**config.mk**
```make
export PLATFORM = sky130hd
export DESIGN_NAME = mc_controller
export DESIGN_NICKNAME = d
export VERILOG_FILES = /design/src/rtl/mips_pkg.sv /design/src/rtl/mc_aludec.sv /design/src/rtl/mc_controller.sv
export SDC_FILE = /design/constraint.sdc
export NUM_CORES = 1
export LEC_CHECK = 0
export CAP_MARGIN = 10
export CORE_MARGIN = 2
export CORE_UTILIZATION = 40
export DETAILED_ROUTE_END_ITERATION = 8
export HOLD_SLACK_MARGIN = 0.05
export PLACE_DENSITY = 0.87
export SYNTH_ARGS = -nofsm -noshare
export SYNTH_HDL_FRONTEND = slang
export SYNTH_SLANG_ARGS = --single-unit
```
**constraint.sdc**
```tcl
create_clock -name clk -period 2.36 [get_ports clk]
set_input_delay 0.354 -clock clk [delete_from_list [all_inputs] [get_ports clk]]
set_output_delay 0.354 -clock clk [all_outputs]
set_load 0.02 [all_outputs]
```
**src/rtl/mips_pkg.sv**
```systemverilog
// mips_pkg: shared definitions for the multicycle MIPS control path.
// Contents:
//   - opcode and R-type funct codes
//   - ALU operation codes (alu_op_t)
//   - controller state codes (mc_state_t)
//   - ALU decode class (alu_class_t)
//   - ALU B-source and next-PC select encodings
//   - op_supported(): legality check for the non-R-type opcodes
package mips_pkg;

  // Opcodes (instr[31:26])
  localparam logic [5:0] OP_RTYPE = 6'b000000;
  localparam logic [5:0] OP_LW    = 6'b100011;
  localparam logic [5:0] OP_SW    = 6'b101011;
  localparam logic [5:0] OP_BEQ   = 6'b000100;
  localparam logic [5:0] OP_BNE   = 6'b000101;
  localparam logic [5:0] OP_ADDI  = 6'b001000;
  localparam logic [5:0] OP_ANDI  = 6'b001100;
  localparam logic [5:0] OP_ORI   = 6'b001101;
  localparam logic [5:0] OP_SLTI  = 6'b001010;
  localparam logic [5:0] OP_J     = 6'b000010;

  // R-type funct codes (instr[5:0])
  localparam logic [5:0] FN_ADD = 6'b100000;
  localparam logic [5:0] FN_SUB = 6'b100010;
  localparam logic [5:0] FN_AND = 6'b100100;
  localparam logic [5:0] FN_OR  = 6'b100101;
  localparam logic [5:0] FN_SLT = 6'b101010;

  typedef enum logic [2:0] {
    ALU_AND = 3'b000,
    ALU_OR  = 3'b001,
    ALU_ADD = 3'b010,
    ALU_SUB = 3'b110,
    ALU_SLT = 3'b111
  } alu_op_t;

  typedef enum logic [3:0] {
    S_FETCH   = 4'd0,
    S_DECODE  = 4'd1,
    S_MEMADR  = 4'd2,
    S_MEMRD   = 4'd3,
    S_MEMWB   = 4'd4,
    S_MEMWR   = 4'd5,
    S_RTYPEEX = 4'd6,
    S_RTYPEWB = 4'd7,
    S_BREX    = 4'd8,
    S_IEX     = 4'd9,
    S_IWB     = 4'd10,
    S_JEX     = 4'd11
  } mc_state_t;

  // Which decoder drives the ALU in a given state
  typedef enum logic [1:0] {
    CLS_ADD   = 2'b00,
    CLS_SUB   = 2'b01,
    CLS_RTYPE = 2'b10,
    CLS_IMM   = 2'b11
  } alu_class_t;

  // ALU B-source select
  localparam logic [1:0] SRCB_B     = 2'b00;
  localparam logic [1:0] SRCB_FOUR  = 2'b01;
  localparam logic [1:0] SRCB_IMM   = 2'b10;
  localparam logic [1:0] SRCB_IMMSH = 2'b11;

  // Next-PC select
  localparam logic [1:0] PCSRC_ALU    = 2'b00;
  localparam logic [1:0] PCSRC_ALUOUT = 2'b01;
  localparam logic [1:0] PCSRC_JUMP   = 2'b10;

  // True for every supported opcode other than R-type (R-type legality
  // depends on funct and is resolved by mc_aludec).
  function automatic logic op_supported(input logic [5:0] opc);
    case (opc)
      OP_LW, OP_SW, OP_BEQ, OP_BNE,
      OP_ADDI, OP_ANDI, OP_ORI, OP_SLTI, OP_J: op_supported = 1'b1;
      default:                                op_supported = 1'b0;
    endcase
  endfunction

endpackage

```
**src/rtl/mc_aludec.sv**
```systemverilog
// mc_aludec: ALU operation and immediate-extension decode.
// Ports:
//   cls         in  ALU decode class chosen by the controller state
//   op          in  instr[31:26]
//   funct       in  instr[5:0]
//   alucontrol  out ALU operation
//   immext      out 1 = zero-extend immediate, 0 = sign-extend
//   funct_legal out funct is one of the supported R-type operations
module mc_aludec
  import mips_pkg::*;
(
  input  alu_class_t  cls,
  input  logic [5:0]  op,
  input  logic [5:0]  funct,
  output alu_op_t     alucontrol,
  output logic        immext,
  output logic        funct_legal
);

  alu_op_t fn_op_s;
  alu_op_t imm_op_s;
  logic    imm_zext_s;

  // R-type funct to ALU operation, with legality flag
  always_comb begin
    fn_op_s     = ALU_ADD;
    funct_legal = 1'b1;
    case (funct)
      FN_ADD:  fn_op_s = ALU_ADD;
      FN_SUB:  fn_op_s = ALU_SUB;
      FN_AND:  fn_op_s = ALU_AND;
      FN_OR:   fn_op_s = ALU_OR;
      FN_SLT:  fn_op_s = ALU_SLT;
      default: funct_legal = 1'b0;
    endcase
  end

  // Immediate-ALU opcode to ALU operation; logical immediates zero-extend
  always_comb begin
    imm_op_s   = ALU_ADD;
    imm_zext_s = 1'b0;
    case (op)
      OP_ADDI: imm_op_s = ALU_ADD;
      OP_ANDI: begin
        imm_op_s   = ALU_AND;
        imm_zext_s = 1'b1;
      end
      OP_ORI: begin
        imm_op_s   = ALU_OR;
        imm_zext_s = 1'b1;
      end
      OP_SLTI: imm_op_s = ALU_SLT;
      default: imm_op_s = ALU_ADD;
    endcase
  end

  // Select the decoder that owns the ALU this cycle
  always_comb begin
    alucontrol = ALU_ADD;
    immext     = 1'b0;
    case (cls)
      CLS_ADD:   alucontrol = ALU_ADD;
      CLS_SUB:   alucontrol = ALU_SUB;
      CLS_RTYPE: alucontrol = fn_op_s;
      CLS_IMM: begin
        alucontrol = imm_op_s;
        immext     = imm_zext_s;
      end
      default:   alucontrol = ALU_ADD;
    endcase
  end

endmodule

```
**src/rtl/mc_controller.sv**
```systemverilog
// mc_controller: Moore FSM sequencing the multicycle MIPS datapath.
// Each instruction takes 3-5 cycles; FETCH, MEMRD and MEMWR stall on
// mem_ready. All outputs are combinational from the registered state
// (plus mem_ready / zero for the strobes).
// Ports:
//   clk, reset            clock, async active-high reset
//   op, funct, zero       instruction fields from IR, ALU zero flag
//   mem_ready             memory access completes this cycle
//   iord .. pcen          datapath selects and write enables
//   retire                pulse in the last cycle of an instruction
//   illegal               pulse in DECODE for an unsupported op/funct
module mc_controller
  import mips_pkg::*;
(
  input  logic       clk,
  input  logic       reset,
  input  logic [5:0] op,
  input  logic [5:0] funct,
  input  logic       zero,
  input  logic       mem_ready,
  output logic       iord,
  output logic       memwrite,
  output logic       irwrite,
  output logic       regdst,
  output logic       memtoreg,
  output logic       regwrite,
  output logic       alusrca,
  output logic [1:0] alusrcb,
  output logic       immext,
  output logic [2:0] alucontrol,
  output logic [1:0] pcsrc,
  output logic       pcen,
  output logic       retire,
  output logic       illegal
);

  mc_state_t  state_r;
  mc_state_t  state_next_s;
  alu_class_t alu_cls_s;
  alu_op_t    alu_op_s;
  logic       funct_legal_s;
  logic       decode_ok_s;
  logic       memwrite_s;
  logic       irwrite_s;
  logic       regwrite_s;
  logic       pcen_s;
  logic       retire_s;
  logic       illegal_s;

  mc_aludec u_aludec (
    .cls         (alu_cls_s),
    .op          (op),
    .funct       (funct),
    .alucontrol  (alu_op_s),
    .immext      (immext),
    .funct_legal (funct_legal_s)
  );

  assign alucontrol  = alu_op_s;
  assign decode_ok_s = (op == OP_RTYPE) ? funct_legal_s : op_supported(op);

  // State register
  always_ff @(posedge clk or posedge reset) begin
    if (reset) begin
      state_r <= S_FETCH;
    end else begin
      state_r <= state_next_s;
    end
  end

  // Next-state logic; unknown encodings recover to FETCH
  always_comb begin
    state_next_s = S_FETCH;
    case (state_r)
      S_FETCH: begin
        if (mem_ready) state_next_s = S_DECODE;
        else           state_next_s = S_FETCH;
      end
      S_DECODE: begin
        case (op)
          OP_LW, OP_SW:  state_next_s = S_MEMADR;
          OP_RTYPE: begin
            if (funct_legal_s) state_next_s = S_RTYPEEX;
            else               state_next_s = S_FETCH;
          end
          OP_BEQ, OP_BNE: state_next_s = S_BREX;
          OP_ADDI, OP_ANDI, OP_ORI, OP_SLTI: state_next_s = S_IEX;
          OP_J:           state_next_s = S_JEX;
          default:        state_next_s = S_FETCH;
        endcase
      end
      S_MEMADR: begin
        if (op == OP_SW) state_next_s = S_MEMWR;
        else             state_next_s = S_MEMRD;
      end
      S_MEMRD: begin
        if (mem_ready) state_next_s = S_MEMWB;
        else           state_next_s = S_MEMRD;
      end
      S_MEMWR: begin
        if (mem_ready) state_next_s = S_FETCH;
        else           state_next_s = S_MEMWR;
      end
      S_RTYPEEX: state_next_s = S_RTYPEWB;
      S_IEX:     state_next_s = S_IWB;
      S_MEMWB, S_RTYPEWB, S_BREX, S_IWB, S_JEX: state_next_s = S_FETCH;
      default:   state_next_s = S_FETCH;
    endcase
  end

  // Per-state output decode (strobes are gated by reset below)
  always_comb begin
    iord       = 1'b0;
    regdst     = 1'b0;
    memtoreg   = 1'b0;
    alusrca    = 1'b0;
    alusrcb    = SRCB_B;
    pcsrc      = PCSRC_ALU;
    alu_cls_s  = CLS_ADD;
    memwrite_s = 1'b0;
    irwrite_s  = 1'b0;
    regwrite_s = 1'b0;
    pcen_s     = 1'b0;
    retire_s   = 1'b0;
    illegal_s  = 1'b0;
    case (state_r)
      S_FETCH: begin
        alusrcb   = SRCB_FOUR;
        irwrite_s = mem_ready;
        pcen_s    = mem_ready;
      end
      S_DECODE: begin
        alusrcb   = SRCB_IMMSH;
        illegal_s = ~decode_ok_s;
      end
      S_MEMADR: begin
        alusrca = 1'b1;
        alusrcb = SRCB_IMM;
      end
      S_MEMRD: iord = 1'b1;
      S_MEMWB: begin
        memtoreg   = 1'b1;
        regwrite_s = 1'b1;
        retire_s   = 1'b1;
      end
      S_MEMWR: begin
        iord       = 1'b1;
        memwrite_s = 1'b1;
        retire_s   = mem_ready;
      end
      S_RTYPEEX: begin
        alusrca   = 1'b1;
        alu_cls_s = CLS_RTYPE;
      end
      S_RTYPEWB: begin
        regdst     = 1'b1;
        regwrite_s = 1'b1;
        retire_s   = 1'b1;
      end
      S_BREX: begin
        alusrca   = 1'b1;
        alu_cls_s = CLS_SUB;
        pcsrc     = PCSRC_ALUOUT;
        pcen_s    = (op == OP_BNE) ? ~zero : zero;
        retire_s  = 1'b1;
      end
      S_IEX: begin
        alusrca   = 1'b1;
        alusrcb   = SRCB_IMM;
        alu_cls_s = CLS_IMM;
      end
      S_IWB: begin
        // IR still holds the instruction, so the IEX decode is repeated
        alu_cls_s  = CLS_IMM;
        regwrite_s = 1'b1;
        retire_s   = 1'b1;
      end
      S_JEX: begin
        pcsrc    = PCSRC_JUMP;
        pcen_s   = 1'b1;
        retire_s = 1'b1;
      end
      default: begin
        iord = 1'b0;
      end
    endcase
  end

  // No strobe may reach the datapath while reset is held
  assign memwrite = memwrite_s & ~reset;
  assign irwrite  = irwrite_s  & ~reset;
  assign regwrite = regwrite_s & ~reset;
  assign pcen     = pcen_s     & ~reset;
  assign retire   = retire_s   & ~reset;
  assign illegal  = illegal_s  & ~reset;

endmodule

```
==> key figures <==
Timing
  – RSZ-0062 raised after global routing: no
  – Tmin final: between 2 and 2.5 ns
  – Final hold vios: 0
  – Worst slew pin tran: 0.314 ns
  – Total negative slack: 0 ns
  – Worst hold margin: 0.500 ns
  – Max Clock Freq: 0.441 GHz
  – Final number of setup-violating endpoints: 0
  – Final period util: 0.961
  – Max-Slew Margin vs Limit: 0.789
  – Clk_skew: roughly 0.010 ns
  – Slew Limit Fails: 0

Cells and area
  – Fin util: 0.773
  – Share of cells above drive strength 1: 0.262
  – Max reg flops: 4
  – Antenna diodes: 0
  – Register name with the most flops: state_r
  – Layout Cell Area excl Fill: 1350 sq um
  – Layout area overhead: 79.7%
  – Final nets: 190
  – Biggest regs: state_r (4)

Power
  – Sequential Power Share: 0.147
  – Comb pwr share: 0.743
  – Tot Pwr: 0.817 mW
  – Leakage: 0.667 nW
  – Int Power: 0.428 mW
  – Net Switching: 0.388 mW
  – Clock power frac: 0.110
  – Peak VDD IR: 0.000383 V
  – Sw frac: 0.476
  – Power Density: approximately 610 nW/um^2

Logic synthesis
  – Simple-Gate Fraction of Synth Area: 0.477
  – Top_reg_cell synth: dfrtp_1
  – Post-Synth Adder-Cell Area: 0.0150
  – Synth Area in Compound Gates: 0.257
  – YS warnings: 0
  – Post-synthesis mux area share: 0.0400
  – Synth cell types: 45
  – FF+latch count, synth: 4
  – Mean Syn Cell Area: around 6.7 sq um
  – Synth Cell Area: 751 sq um
  – Synth async-reset ratio: 1.00
  – Syn nets: 128
  – EDFF count, synth: 0
  – Xor-xnor portion of the synthesized cell area: 0.0233
  – Post-synthesis sequential area ratio: 0.133
  – Largest family of logic cells by synthesized area: simple AND/OR/NAND/NOR gates
  – Synth Instances: 112

GRT
  – Initial antenna violation count: 0
  – Overall Global Routing Usage: 0.287
  – First-pass GRT wire length: around 4.5 mm
  – Largest net degree at the start of global routing: 18
  – Number of global-route vias before repair: 991
  – Grt total ovfl: 0

Clocking
  – Longest Clk Path Bufs: 2
  – Worst-skew pair later-pin latency: approximately 0.25 ns
  – CTS tree: done
  – CTS Buf Count: 3
  – Clock transition at path regs: 0.04 ns
  – Num Clock Sinks: 4
  – H-tree depth: 1
  – CTS root buffer: clkbuf_4
  – Setup bufs post-CTS: 0

Run status
  – Outcome: finished, final reports clean

Floorplanning
  – Die height: 47.3 um
  – Rows: 15
  – Die area: 2240 sq um
  – Die Span X: 47.3 um
  – Core area: 1750 sq um
  – Effective utilization at floorplan: 0.430
  – Top Ports: 34

Worst setup path
  – R2r setup slk: between 0.8 and 0.9 ns
  – Worst Path Required: 2.01 ns
  – Arr. time, crit path: 1.91 ns
  – Setup CP Type: in2out
  – CP Capture Type: output port
  – Setup crit start kind: primary input
  – Max Fanout on Critical Path: 7

Drt
  – Via/cell ratio: 5.82
  – Drt wl/cell: 14.6 um
  – DRC: 0
  – Pre-antenna DRT Iters: 7
  – Final wirelength: 2.88 mm
  – Post-DRT Antenna Nets: 0
  – Vias: approximately 1.1k
  – DR iter-0 viols: 50

Place
  – HPWL after DPL: about 2.2 mm
  – Gpl congestion: a little over 0.9
  – Input/output buffers: 33
  – DP Area: 1310 sq um

Flow run
  – Max-Cap Viols: 0

Worst hold path
  – Min-Delay Path Class: in2reg
-- final timing paths --
| path | from | endpoint | cells after the start |
|---|---|---|---|
| worst max-delay path | op[3] | illegal | 7 |
| worst min-delay path | op[2] | state_r[1] | 3 |
| worst max register to register | state_r[2] | state_r[2] | 5 |
| worst min register to register | state_r[3] | state_r[0] | 1 |
| max in group asynchronous | reset | state_r[0] | 3 |
| min in group asynchronous | reset | state_r[1] | 3 |
-- placed cells by master, fill, tap and decap left out, types with 2 or more instances in the layout --
master	n
nand3_1	3
nand4_1	3
clkdlybuf4s50_1	17
nor3b_1	2
or2_2	2
o21ai_0	4
clkbuf_4	3
nor2b_1	5
nand2b_1	6
dfrtp_1	3
or3_1	2
nor4_1	2
nand4b_1	2
dlygate4sd2_1	2
buf_4	30
nor2_1	13
o32a_1	2
nor3_1	8
nand2_1	6
a21oi_1	9
dlymetal6s2s_1	9
inv_1	5
mux2i_1	3
-- kinds of logic after synthesis --
| family | count (synthesis) |
|---|---|
| flip-flops | 4 |
| multiplexers | 3 |
| AND/OR/NAND/NOR | 64 |
| AO/OA/AOI/OAI | 28 |
| buffers and inverters | 10 |
| adder cells (fa/ha/maj) | 1 |
| XOR/XNOR | 2 |
-- final cells by class --
cell class                      count  area, sq um
Fill cell                         135          397
Sequential cell                     4          101
Tap cell                           25         31.3
Inverter                            5         18.8
Timing Repair Buffer               62          556
Clock buffer                        3         22.5
Multi-Input combinational cell     98          619
-- stage by stage --
stage	instances	setup slack (ns)
finish	197	0.0919
global route	197	0.0115
CTS	197	-0.119
detailed placement	194	-0.587
global placement	194	-0.503
floorplan	112	0.281
-- critical path, cell delays in order --
cell             delay, ns
clkdlybuf4s50_1       0.41
buf_4                 0.16
nor2_1                0.14
nand3_1               0.09
or4_4                 0.43
and3_1                0.17
buf_4                 0.15
-- power by group through the flow --
stage / Combinational [mW] / Clock [mW] / Sequential [mW]
after floorplan: 0.359 / 0 / 0.101
after global placement: 0.602 / 0 / 0.116
after detailed placement: 0.615 / 0 / 0.119
after CTS: 0.601 / 0.0895 / 0.118
after global routing: 0.651 / 0.0956 / 0.122
final: 0.607 / 0.0897 / 0.120
-- synth_stat cells (2+ instances only) --
cell type   n  area share
or3_1       2       0.017
nor4_1      2       0.017
nor2_1     14       0.070
nand2b_1    6       0.050
nand3_1     3       0.020
o32a_1      2       0.027
nor2b_1     5       0.042
dfrtp_1     4        0.13
nand2_1     6       0.030
nor3_1      8       0.053
nand4_1     3       0.025
nor3b_1     2       0.020
clkbuf_1    4       0.020
nand4b_1    2       0.023
or2_2       2       0.017
a21oi_1     9       0.060
inv_1       5       0.025
o21ai_0     4       0.027
mux2i_1     3       0.040
-- repair_timing --
action | 4_1_cts | 5_1_grt
setup endpoints to repair | 8 | 9
resized for setup | 21 | 16
pin swaps | 1 | 2
hold buffers | 0 | 0
-- per-layer routing --
metal	routed length (um)	vias up	GRT usage
li1	-	540	-
met1	1140	528	0.352
met2	1450	66	0.500
met3	208	13	0.0423
met4	80	0	0.111
met5	0	-	0
(Power assumes the default switching activity.)
